===== src/rtl/instruction_sequencer.sv =====
// -----------------------------------------------------------------------------
// instruction_sequencer
//   Multi-cycle fetch/decode/execute control unit for the 6-bit-PC datapath.
//   Fetches a 16-bit instruction over a valid-qualified memory port, latches
//   it in IR, and drives register-file selects, ALU function, register write
//   enable and the program-counter select.
//
// Ports
//   clk_main_i    system clock, all state on rising edge
//   reset_i       synchronous, active-high reset
//   imem_req_o    fetch request, high for the whole FETCH state
//   imem_valid_i  imem_rdata_i valid this cycle
//   imem_rdata_i  instruction word
//   flag_z_i      ALU zero flag, used in EXECUTE of BZ
//   flag_n_i      ALU negative flag, used in EXECUTE of BN
//   ir_o          instruction register
//   DA_o/SA_o/SB_o  register selects, continuous slices of IR
//   alu_fs_o      ALU function (opcode) in EXECUTE of an ALU op, else 0
//   reg_we_o      register write pulse (EXECUTE of an ALU op only)
//   PS_o          PC select: 00 hold, 01 inc, 10 branch {SA,SB}, 11 jump to A
//   halted_o      in HALT state
//   fault_o       sticky: fetch timeout or illegal opcode
//   instr_cnt_o   retired-instruction count, saturating
// -----------------------------------------------------------------------------
module instruction_sequencer #(
  parameter int IW        = 16,
  parameter int FETCH_TMO = 15,
  parameter int CNT_W     = 16
) (
  input  logic             clk_main_i,
  input  logic             reset_i,
  output logic             imem_req_o,
  input  logic             imem_valid_i,
  input  logic [IW-1:0]    imem_rdata_i,
  input  logic             flag_z_i,
  input  logic             flag_n_i,
  output logic [IW-1:0]    ir_o,
  output logic [3:0]       DA_o,
  output logic [3:0]       SA_o,
  output logic [3:0]       SB_o,
  output logic [3:0]       alu_fs_o,
  output logic             reg_we_o,
  output logic [1:0]       PS_o,
  output logic             halted_o,
  output logic             fault_o,
  output logic [CNT_W-1:0] instr_cnt_o
);

  localparam int TMO_W = $clog2(FETCH_TMO + 1);
  localparam logic [TMO_W-1:0] TMO_LAST = TMO_W'(FETCH_TMO - 1);

  localparam logic [1:0] PS_HOLD = 2'b00;
  localparam logic [1:0] PS_INC  = 2'b01;
  localparam logic [1:0] PS_BR   = 2'b10;
  localparam logic [1:0] PS_JMP  = 2'b11;

  localparam logic [3:0] OP_NOP  = 4'h0;
  localparam logic [3:0] OP_BZ   = 4'h8;
  localparam logic [3:0] OP_BN   = 4'h9;
  localparam logic [3:0] OP_JMP  = 4'hA;
  localparam logic [3:0] OP_HALT = 4'hF;

  typedef enum logic [2:0] {
    S_IDLE,
    S_FETCH,
    S_DECODE,
    S_EXEC,
    S_HALT
  } state_t;

  state_t            state_q, state_d;
  logic [IW-1:0]     ir_q, ir_d;
  logic              fault_q, fault_d;
  logic [CNT_W-1:0]  cnt_q, cnt_d;
  logic [TMO_W-1:0]  tmo_q, tmo_d;

  logic [3:0] op;
  logic       op_alu;
  logic       op_illegal;

  assign op         = ir_q[15:12];
  assign op_alu     = (op >= 4'h1) && (op <= 4'h7);
  assign op_illegal = (op >= 4'hB) && (op <= 4'hE);

  // ---------------------------------------------------------------------------
  // Next-state logic
  // ---------------------------------------------------------------------------
  always_comb begin
    state_d = state_q;
    ir_d    = ir_q;
    fault_d = fault_q;
    cnt_d   = cnt_q;
    tmo_d   = tmo_q;

    unique case (state_q)
      S_IDLE: begin
        tmo_d   = '0;
        state_d = S_FETCH;
      end

      S_FETCH: begin
        if (imem_valid_i) begin
          ir_d    = imem_rdata_i;
          tmo_d   = '0;
          state_d = S_DECODE;
        end else if (tmo_q == TMO_LAST) begin
          // FETCH_TMO consecutive fetch cycles without data
          fault_d = 1'b1;
          tmo_d   = '0;
          state_d = S_HALT;
        end else begin
          tmo_d = tmo_q + 1'b1;
        end
      end

      S_DECODE: state_d = S_EXEC;

      S_EXEC: begin
        if (cnt_q != {CNT_W{1'b1}})
          cnt_d = cnt_q + 1'b1;
        if (op_illegal)
          fault_d = 1'b1;
        state_d = (op == OP_HALT) ? S_HALT : S_FETCH;
      end

      S_HALT: state_d = S_HALT;

      default: state_d = S_IDLE;
    endcase
  end

  // ---------------------------------------------------------------------------
  // State registers
  // ---------------------------------------------------------------------------
  always_ff @(posedge clk_main_i) begin
    if (reset_i) begin
      state_q <= S_IDLE;
      ir_q    <= '0;
      fault_q <= 1'b0;
      cnt_q   <= '0;
      tmo_q   <= '0;
    end else begin
      state_q <= state_d;
      ir_q    <= ir_d;
      fault_q <= fault_d;
      cnt_q   <= cnt_d;
      tmo_q   <= tmo_d;
    end
  end

  // ---------------------------------------------------------------------------
  // Moore outputs decoded from registered state and IR. The only input path
  // is the branch flags into PS, since they are sampled during EXECUTE itself.
  // ---------------------------------------------------------------------------
  always_comb begin
    alu_fs_o = 4'h0;
    reg_we_o = 1'b0;
    PS_o     = PS_HOLD;
    if (state_q == S_EXEC) begin
      if (op_alu) begin
        alu_fs_o = op;
        reg_we_o = 1'b1;
        PS_o     = PS_INC;
      end else begin
        unique case (op)
          OP_NOP:  PS_o = PS_INC;
          OP_BZ:   PS_o = flag_z_i ? PS_BR : PS_INC;
          OP_BN:   PS_o = flag_n_i ? PS_BR : PS_INC;
          OP_JMP:  PS_o = PS_JMP;
          OP_HALT: PS_o = PS_HOLD;
          default: PS_o = PS_INC;   // illegal opcodes retire as NOP
        endcase
      end
    end
  end

  assign imem_req_o  = (state_q == S_FETCH);
  assign halted_o    = (state_q == S_HALT);
  assign fault_o     = fault_q;
  assign instr_cnt_o = cnt_q;
  assign ir_o        = ir_q;
  assign DA_o        = ir_q[11:8];
  assign SA_o        = ir_q[7:4];
  assign SB_o        = ir_q[3:0];

endmodule


===== config.mk =====
export PLATFORM = sky130hd
export DESIGN_NAME = instruction_sequencer
export DESIGN_NICKNAME = d
export VERILOG_FILES = /design/src/rtl/instruction_sequencer.sv
export SDC_FILE = /design/constraint.sdc
export NUM_CORES = 1
export LEC_CHECK = 0
export ABC_CLOCK_PERIOD_IN_PS = 2300
export BUFFER_PORTS_ARGS = -buffer_cell sky130_fd_sc_hd__buf_2
export CAP_MARGIN = 15
export CELL_PAD_IN_SITES_DETAIL_PLACEMENT = 0
export CELL_PAD_IN_SITES_GLOBAL_PLACEMENT = 1
export CORE_ASPECT_RATIO = 1.2
export CORE_MARGIN = 5
export CORE_UTILIZATION = 35
export CTS_CLUSTER_SIZE = 30
export DETAILED_ROUTE_END_ITERATION = 16
export PLACE_DENSITY_LB_ADDON = 0.1
export SLEW_MARGIN = 20
export SYNTH_ARGS = -nofsm -noshare
export SYNTH_HDL_FRONTEND = slang
export SYNTH_SLANG_ARGS = --single-unit

===== constraint.sdc =====
create_clock -name clk_main_i -period 2.3 [get_ports clk_main_i]
set_clock_uncertainty 0.2 [all_clocks]
set_input_delay 0.115 -clock clk_main_i [delete_from_list [all_inputs] [get_ports clk_main_i]]
set_output_delay 0.115 -clock clk_main_i [all_outputs]
set_load 0.05 [all_outputs]

==> flow_summary.toml, run 1 <==
[status]
status = "finished, final reports clean"

[floorplan]
start_util = 0.362
rows = 30
die_area_um2 = 7540
core_area_um2 = 5710
die_x_um = 80.1
ioPinCount = 75
die_y_um = 94.1

[setup_path]
rr_worst_depth = 6
r2r_end = "instr_cnt_o[8]$_SDFFE_PP0P_"
critPathKind = "register to output port"
setup.worst_path.end_class = "output port"
startpoint_type = "register"
rr_startpoint = "instr_cnt_o[10]$_SDFFE_PP0P_"
cp_data_required_time_ns = 1.99
crit_path_end = "PS_o[1]"
arrival_ns = 1.71
r2r_slack_ns = 0.32
path_max_fanout = 9
crit_start = "state_q[0]$_SDFFE_PP0P_"

[synth]
synth_cells = 245
yosysMostFrequentCell = "nand2_1"
yosysSeqAreaShare = 0.388
synth-main-ff-cell = "dfxtp_1"
synth.top_cell.area_share = 0.388
synth_largest_area_cell = "dfxtp_1"
yosysWarnings = 0
synth.distinct_cells = 42
ys_ff_latch = 40
synth_edf_count = 0
synth.top_cells.by_count = "42 x nand2_1, 40 x dfxtp_1, 29 x nor2_1, 28 x a21oi_1"
synth_async_sr_flop_share = 0
avgSynthCellArea_um2 = 8.43
yosys-top-cells-area = "dfxtp_1 39%, nand2_1 7.6%, a21oi_1 6.8%, xnor2_1 5.9%, nor2_1 5.3%"
synthesis.nets = 269
syn-cell-area_um2 = 2060

[grt]
gr-total-overflow = 0
grt_pass1_wl_um = 8670
grt_usage = 0.144
grt_max_degree = 41
antenna_found_initial = 0
grt_pass1_vias = 1863

[clocking]
cts_made_buffers = 5
root_buffer = "clkbuf_8"
clock_sinks = 40
cts_tree = "done"
cts_buffer_depth = 2
cts.clk_slew.worst_paths_ns = 0.07
h-tree-depth = 2
clock_latency_ns = 0.29

[placement]
placed_area_um2 = 2430
dp_slack_ns = 0.318
place_congestion = 0.809
dpl.hpwl_um = 3720
io_buffers = 73

[layout]
drive_gt1_frac = 0.336
areaGrowthSynthToFinish_pct = 31.0
n_fill_cell = 613
nets = 348
final_area_um2 = 2710
diodes = 0

[route]
wl_um = 5130
ant_nets = 0
drtPass1Iterations = 4
drc_errors = 0
avgViaCountPerCell = 4.65
route.vias.total = 1880
wl_per_cell_um = 12.7
drt_iter0_markers = 43

[sta]
finalHoldViolCount = 0
rsz0062_at_grt = "false"
period_minus_slack_ns = 2.02
layout_setup_ws_ns = 0.278
worst_pin_slew_ns = 0.758
relSlewSlack = 0.495
setup_viol = 0
finalCritPeriodShare = 0.879
worst_hold_slack_ns = 0.0620
slew_viol_final = 0
setup_tns_ns = 0
fmaxAchievable_mhz = 495

[pwr]
p_leak_nw = 1.16
ir_drop_mv = 0.325
power_density_nw_per_um2 = 588

[job]
maxCapViolCount = 0

[hold_path]
hold_path_class = "primary input to register"
[registers in the layout (all words and copies together) (netlist names)]
register     flops
ir_o            16
fault_o          1
state_q          3
instr_cnt_o     16
tmo_q            4
[critical path: stages (launching register included)]
cell and delay, ns:
dfxtp_1 0.47, and3b_2 0.26, nand2_1 0.10, a2111oi_4 0.29
clkbuf_4 0.29
[placed cells by master (no fill, tap or decap), types with 3 or more instances in the layout]
master,n
nand4_1,7
nor3b_1,3
nor2_1,29
dfxtp_1,38
and2_1,3
clkbuf_8,7
xnor2_1,14
inv_1,3
a211oi_2,4
buf_2,72
a21oi_1,27
buf_4,10
a2111oi_4,3
nand3_1,5
ha_1,3
dlygate4sd3_1,16
nand2_1,42
nor3_1,5
and4_1,3
[what timing repair did]
action / CTS / global route
resized for setup: 0 / 2
endpoints found under the hold margin: 16 / 0
endpoints found under the setup margin: 0 / 1
hold buffers: 16 / 0
setup buffers: 0 / 2
[routing by layer]
layer / vias up / global-route usage / part of all wire
li1: 972 / - / -
met1: 850 / 0.165 / 0.42
met2: 52 / 0.252 / 0.50
met3: 6 / 0.0365 / 0.059
met4: 0 / 0.0592 / 0.016
met5: - / 0 / 0
[report_power, final]
part / total, mW / internal [mW] / switching [mW]
registers: 0.751 / 0.719 / 0.0328
clock network: 0.499 / 0.267 / 0.232
logic: 0.341 / 0.104 / 0.237
total: 1.59 / 1.09 / 0.501
[logic make-up (layout without fill, tap and decap cells)]
kind of cell	after synthesis	in the layout	synth area share
and+or+nand+nor	113	113	0.278
AOI/OAI and AO/OA	40	40	0.139
adders and majority gates	3	3	0.0182
other	1	1	0.00182
DFF	40	40	0.388
xor gates and xnor gates	16	16	0.0679
muxes	2	2	0.00970
buffers and inverters	30	109	0.0976
[worst min path at each step]
stage,start,to,cells after the start
after floorplan,imem_rdata_i[13],ir_o[13]$_SDFFE_PP0P_,2
after global placement,imem_rdata_i[2],ir_o[2]$_SDFFE_PP0P_,3
after detailed placement,imem_rdata_i[6],ir_o[6]$_SDFFE_PP0P_,3
after CTS,imem_valid_i,fault_o$_SDFFE_PP0P_,4
after global routing,imem_valid_i,fault_o$_SDFFE_PP0P_,4
final,imem_valid_i,fault_o$_SDFFE_PP0P_,4
[stage by stage]
stage,total power [mW],std cells,util
4_1_cts,1.62,402,0.471
6_report,1.59,404,0.474
5_1_grt,1.68,404,0.474
2_1_floorplan,1.03,245,-
3_3_place_gp,1.09,379,0.426
3_5_place_dp,1.09,379,0.426
[area by class of cell]
| type | instances | area, um2 | share of cell area |
|---|---|---|---|
| repair buffers | 99 | 603 | 0.223 |
| clock buffers | 7 | 96.3 | 0.0356 |
| well taps | 80 | 100 | 0.0370 |
| inverters | 3 | 11.3 | 0.00416 |
| multi-input cells | 175 | 1090 | 0.403 |
| flip-flops and latches | 40 | 803 | 0.297 |
Power figures use the tool's default switching activity.
==> run 2, diff against run 1 <==
--- a/config.mk
+++ b/config.mk
@@ -5,6 +5,7 @@
 export SDC_FILE = /design/constraint.sdc
 export NUM_CORES = 1
 export LEC_CHECK = 0
+export ABC_AREA = 1
 export ABC_CLOCK_PERIOD_IN_PS = 2300
 export BUFFER_PORTS_ARGS = -buffer_cell sky130_fd_sc_hd__buf_2
 export CAP_MARGIN = 15
@@ -12,7 +13,7 @@
 export CELL_PAD_IN_SITES_GLOBAL_PLACEMENT = 1
 export CORE_ASPECT_RATIO = 1.2
 export CORE_MARGIN = 5
-export CORE_UTILIZATION = 35
+export CORE_UTILIZATION = 34
 export CTS_CLUSTER_SIZE = 30
 export DETAILED_ROUTE_END_ITERATION = 16
 export PLACE_DENSITY_LB_ADDON = 0.1
==> run 2 against run 1 <==
  * Largest cell class unchanged
  * Die area up 3.5%
  * Synthesized area is 1.0% higher
  * Hold slack got worse by 0.047 ns
  * Sequential share of layout area decreased by 0.079 points
  * Clock power rose by 13%
  * Utilization fell by 2.4 points
  * Worst setup slack improved by 0.13 ns
  * Critical endpoint is now alu_fs_o[2]
  * First-iteration DRC count up 23%
  * Sequential cell count unchanged
  * Design area hardly changed
  * Combinational power is 4% higher
  * Synthesized cell count up 20%
==> flow_summary.toml, run 2 <==
[status]
status = "finished, final reports clean"

[sta]
setup_viol = 0
finalCritPeriodShare = 0.820
layout_setup_ws_ns = 0.413
rsz0062_at_grt = "false"
setup_tns_ns = 0
fmaxAchievable_mhz = 530
finalHoldViolCount = 0
period_minus_slack_ns = 1.89
slew_viol_final = 0

[clocking]
cts_buffer_depth = 2
cts.clk_slew.worst_paths_ns = 0.08
h-tree-depth = 2
cts.repair.resized = 0
clock_sinks = 40
cts_made_buffers = 5
postCtsSetupBuffers = 0
cts_tree = "done"
cts_hold_buf = 16
clock_latency_ns = 0.29
root_buffer = "clkbuf_8"

[hold_path]
min_from = "imem_valid_i"
hold_path_class = "primary input to register"

[synth]
yosys-top-cells-area = "dfxtp_1 38%, nand2_1 13%, a21oi_1 7.9%, nand3_1 6.2%, buf_4 5.0%"
synthXorXnorAreaFrac = 0.0378
synth_top_family_by_area = "simple AND/OR/NAND/NOR gates"
synth_largest_area_cell = "dfxtp_1"
synth.distinct_cells = 31
synthMuxAreaShare = 0
yosysWarnings = 0
synth-main-ff-cell = "dfxtp_1"
yosysMostFrequentCell = "nand2_1"
syn-cell-area_um2 = 2090
synth_fa_ha_area_frac = 0.0180
synth_edf_count = 0
avgSynthCellArea_um2 = 7.07
synth.top_cell.area_share = 0.384
yosysSeqAreaShare = 0.384
synthesis.nets = 319
ys_ff_latch = 40
synth_async_sr_flop_share = 0
synth-compound-area-share = 0.130
synth_cells = 295
synth.top_cells.by_count = "73 x nand2_1, 40 x dfxtp_1, 33 x a21oi_1, 27 x nor2_1, 26 x nand3_1"
synthSimpleGateAreaFrac = 0.314

[setup_path]
setup.worst_path.end_class = "output port"
cpMaxStageDelayCell = "dfxtp_1"
path_max_fanout = 9
critPathKind = "register to output port"
startpoint_type = "register"
arrival_ns = 1.57
cp_data_required_time_ns = 1.99
path_cells = "nand2_2, nor2_8, inv_2, nor3_1, buf_2"
critPathBufInv = 2
crit_start = "state_q[0]$_SDFFE_PP0P_"
crit_path_max_incr_delay_ns = 0.41
rr_startpoint = "instr_cnt_o[0]$_SDFFE_PP0P_"
path_delay_family = "simple AND/OR/NAND/NOR gates"

[layout]
multi_input_area_um2 = 1050
final_cell_mix = "73 x nand2_1, 73 x buf_2, 40 x dfxtp_1"
drive_gt1_frac = 0.252
seq_area_um2 = 801
diodes = 0
n_fill_cell = 655
fin_cells = 455
areaGrowthSynthToFinish_pct = 29.6
nets = 396

[route]
ant_nets = 0
avgViaCountPerCell = 4.54
drt_iter0_markers = 53
wl_um = 5320
route.vias.total = 2067
drtPass1Iterations = 4
drc_errors = 0
wl_per_cell_um = 11.7

[floorplan]
start_util = 0.347
die_y_um = 95.8
core_area_um2 = 6010
die_area_um2 = 7810
rows = 31
die_x_um = 81.5
ioPinCount = 75

[placement]
dp_slack_ns = 0.509
place_congestion = 0.779
dp_cells = 431
dpl.hpwl_um = 3970
io_buffers = 73

[pwr]
p_leak_nw = 1.25
power_density_nw_per_um2 = 615
ir_drop_mv = 0.383

[grt]
grt_pass1_wl_um = 8890
antenna_found_initial = 0
grt_usage = 0.146
grt_max_degree = 29
grt_pass1_vias = 1998
gr-total-overflow = 0

[job]
maxCapViolCount = 0
[run 2: cell count changes in the layout (fill, tap and decap cells not counted), sizes merged, moves of 4 or more]
cell,change
nand4,-5
nand3,+21
nand2,+34
xnor2,-11
xor2,+4
buf,-6
a21oi,+6
inv,+22
and4,-4
o21ai,+9
[run 2: worst register-to-register path, delay by kind of cell (launching register included)]
family | cells | cell delay [ns]
adders and majority gates | 1 | 0.22
DFF | 1 | 0.40
and+or+nand+nor | 4 | 0.47
AOI/OAI and AO/OA | 2 | 0.43
[run 2: per-layer routing]
metal / global-route usage / routed length [um] / part of all wire
met4: 0.0465 / 67 / 0.013
met5: 0 / 0 / 0
met1: 0.156 / 2110 / 0.40
met2: 0.274 / 2780 / 0.52
met3: 0.0403 / 358 / 0.067
[run 2: kinds of logic after synthesis]
logic type               count (synthesis)
buffers and inverters                   47
AO/OA/AOI/OAI                           49
other                                    1
adder cells (fa/ha/maj)                  3
XOR/XNOR                                 9
flip-flops                              40
AND/OR/NAND/NOR                        146
[run 2: metrics by stage]
stage / area [um2] / utilization / power [mW] / hold slack (ns)
6_report: 2700 / 0.450 / 1.66 / 0.0155
5_1_grt: 2700 / 0.450 / 1.75 / 0.0285
2_1_floorplan: 2090 / - / 1.03 / 0.0795
3_5_place_dp: 2440 / 0.405 / 1.10 / 0.190
3_3_place_gp: 2440 / 0.405 / 1.10 / 0.187
4_1_cts: 2700 / 0.450 / 1.69 / 0.00445
[run 2: power by group]
group          switching, mW  internal [mW]
clock                  0.242          0.322
combinational          0.253         0.0996
sequential            0.0254          0.720
total                  0.521           1.14
[run 2: worst paths after layout]
path	cells after the start	to	slack, ns
worst min-delay path	3	ir_o[5]$_SDFFE_PP0P_	0.02
worst max-delay path	5	alu_fs_o[2]	0.41
worst min register to register	2	ir_o[6]$_SDFFE_PP0P_	0.27
worst max register to register	7	instr_cnt_o[4]$_SDFFE_PP0P_	0.52
[run 2: area by class of cell]
class,count,area share
inverters,25,0.0347
flip-flops and latches,40,0.296
multi-input cells,208,0.389
clock buffers,6,0.0268
repair buffers,92,0.203
clock inverters,2,0.0130
well taps,82,0.0379
==> run 3, diff against run 2 <==
--- a/config.mk
+++ b/config.mk
@@ -5,15 +5,15 @@
 export SDC_FILE = /design/constraint.sdc
 export NUM_CORES = 1
 export LEC_CHECK = 0
-export ABC_AREA = 1
-export ABC_CLOCK_PERIOD_IN_PS = 2300
+export ABC_AREA = 0
+export ABC_CLOCK_PERIOD_IN_PS = 1650
 export BUFFER_PORTS_ARGS = -buffer_cell sky130_fd_sc_hd__buf_2
 export CAP_MARGIN = 15
 export CELL_PAD_IN_SITES_DETAIL_PLACEMENT = 0
 export CELL_PAD_IN_SITES_GLOBAL_PLACEMENT = 1
 export CORE_ASPECT_RATIO = 1.2
 export CORE_MARGIN = 5
-export CORE_UTILIZATION = 34
+export CORE_UTILIZATION = 32
 export CTS_CLUSTER_SIZE = 30
 export DETAILED_ROUTE_END_ITERATION = 16
 export PLACE_DENSITY_LB_ADDON = 0.1
==> constraint.sdc (replaced) <==
create_clock -name clk_main_i -period 1.65 [get_ports clk_main_i]
set_clock_uncertainty 0.2 [all_clocks]
set_input_delay 0.0825 -clock clk_main_i [delete_from_list [all_inputs] [get_ports clk_main_i]]
set_output_delay 0.0825 -clock clk_main_i [all_outputs]
set_load 0.05 [all_outputs]
==> run 3 against run 2 <==
  * The flow now finishes with violations (setup timing)
  * Utilization rose by 9.5 points
  * Register-to-register slack got worse by 0.58 ns
  * Worst setup slack got worse by 0.50 ns
  * First-iteration DRC count fell by 49%
  * Die area rose by 4.6%
  * Critical endpoint is now PS_o[1]
  * Sequential share of layout area fell by 4.9 points
==> flow_summary.toml, run 3 (same netlist as run 1, synthesis figures left out) <==
[floorplan]
ioPinCount = 75
die_x_um = 83.3
start_util = 0.324
die_area_um2 = 8160
core_area_um2 = 6370
die_y_um = 98.0
rows = 32

[layout]
fin_cells = 458
nets = 396
drive_gt1_frac = 0.542
areaGrowthSynthToFinish_pct = 68.1
final_cell_mix = "65 x buf_2, 39 x nand2_1, 37 x buf_4"
layout_commonest_cell = "buf_2"
fin_util = 0.545
diodes = 0
n_fill_cell = 615

[sta]
worst_hold_slack_ns = 0.00141
finalCritPeriodShare = 1.05
layout_setup_ws_ns = -0.0897
rsz0062_at_grt = "true"
slew_viol_final = 0
fmaxAchievable_mhz = 575
finalHoldViolCount = 0
setup_viol = 16
period_minus_slack_ns = 1.74

[hold_path]
hold_path_class = "primary input to register"

[placement]
io_buffers = 73
dpl.hpwl_um = 4050
dp_slack_ns = -0.146
dp_cells = 417
place_congestion = 0.726

[clocking]
clock_latency_ns = 0.29
cts.clk_slew.worst_paths_ns = 0.08
cts_made_buffers = 5
clock_sinks = 40
root_buffer = "clkbuf_8"
cts_tree = "done"
h-tree-depth = 2
cts_buffer_depth = 2

[job]
maxCapViolCount = 0

[setup_path]
cp_data_required_time_ns = 1.37
crit_path_max_incr_delay_ns = 0.33
arrival_ns = 1.46
cpMaxStageDelayCell = "dfxtp_2"
startpoint_type = "register"
path_cells = "and3b_1, buf_6, nand2_4, a2111oi_4, buf_6"
path_max_fanout = 5
critPathBufInv = 2
critPathKind = "register to output port"
path_delay_family = "buffers and inverters"
crit_top_cell = "buf_6"
setup.worst_path.end_class = "output port"

[pwr]
comb_power_share = 0.280
internal_power_mw = 1.60
p_leak_nw = 1.49
p_sw_frac = 0.322
p_clk_frac = 0.285
power_density_nw_per_um2 = 679
p_seq_frac = 0.435
finalPower_mw = 2.35
ir_drop_mv = 0.465
power_switching_mw = 0.757

[grt]
antenna_found_initial = 0
grt_max_degree = 41
grt_pass1_wl_um = 9870
gr-total-overflow = 0
grt_usage = 0.144
grt_pass1_vias = 2172

[route]
route.vias.total = 2095
wl_um = 5930
avgViaCountPerCell = 4.57
ant_nets = 0
drt_iter0_markers = 27
wl_per_cell_um = 12.9
drtPass1Iterations = 4
drc_errors = 0

[status]
status = "finished, violations left"
violations = "setup timing"
[run 3: cell count changes in the layout (fill, tap and decap cells not counted), moves of 5 or more]
| cell | previous run | this run |
|---|---|---|
| o21ai_0 | 10 | 0 |
| nand3_1 | 26 | 4 |
| xnor2_1 | 3 | 13 |
| dfxtp_1 | 40 | 16 |
| buf_12 | 0 | 5 |
| buf_6 | 0 | 21 |
| buf_4 | 3 | 37 |
| inv_1 | 24 | 2 |
| dfxtp_4 | 0 | 11 |
| nand2_1 | 73 | 39 |
| buf_2 | 73 | 65 |
| a21oi_1 | 33 | 21 |
| dfxtp_2 | 0 | 13 |
[run 3: metrics by stage]
stage          instance area [um2]  setup TNS, ns
6_report                      3470         -0.695
2_1_floorplan                 2190          -2.36
5_1_grt                       3470          -2.67
3_3_place_gp                  2810         -0.868
3_5_place_dp                  2810          -1.39
4_1_cts                       3270         -0.758
[run 3: metal layers]
layer,share of wire,global-route usage,wire (um)
met3,0.060,0.0422,357
met4,0.011,0.0503,65
met5,0,0,0
met1,0.39,0.155,2330
met2,0.54,0.267,3170
[run 3: final cells by class]
| cell class | instances | area (um2) | share of cell area |
|---|---|---|---|
| clock buffers | 8 | 90.1 | 0.0260 |
| inverters | 3 | 11.3 | 0.00325 |
| multi-input cells | 176 | 1270 | 0.367 |
| flip-flops and latches | 40 | 858 | 0.247 |
| well taps | 85 | 106 | 0.0307 |
| repair buffers | 146 | 1130 | 0.326 |
[run 3: what timing repair did]
action                     CTS  global route
hold buffers                16             0
hold endpoints to repair    16             0
pin swaps                   11            24
setup endpoints to repair   25            31
cloned                       1             0
gates resized for setup     34            39
setup buffers               11             7
[run 3: worst reg2reg max path: stages, from the launching register on]
cell,delay (ns)
dfxtp_4,0.36
ha_4,0.13
nand4_1,0.10
buf_4,0.18
nor2_4,0.19
buf_6,0.14
nand4b_1,0.11
xor2_1,0.15
nor2_1,0.05
[run 3: path summary, 6_finish.rpt]
check	start	end	slack [ns]	cells after the start
worst min register to register	ir_o[3]$_SDFFE_PP0P_	ir_o[3]$_SDFFE_PP0P_	0.27	2
worst max-delay path	state_q[2]$_SDFFE_PP0P_	PS_o[1]	-0.09	5
worst max register to register	instr_cnt_o[1]$_SDFFE_PP0P_	instr_cnt_o[10]$_SDFFE_PP0P_	-0.06	8
worst min-delay path	reset_i	tmo_q[1]$_SDFFE_PP0P_	0.001	3
[run 3: power groups by stage]
stage / logic, mW / clock network, mW / registers (mW)
floorplan: 0.296 / 0 / 1.13
global placement: 0.526 / 0 / 1.04
detailed placement: 0.526 / 0 / 1.04
CTS: 0.603 / 0.703 / 1.02
global route: 0.706 / 0.744 / 1.03
finish: 0.659 / 0.671 / 1.02
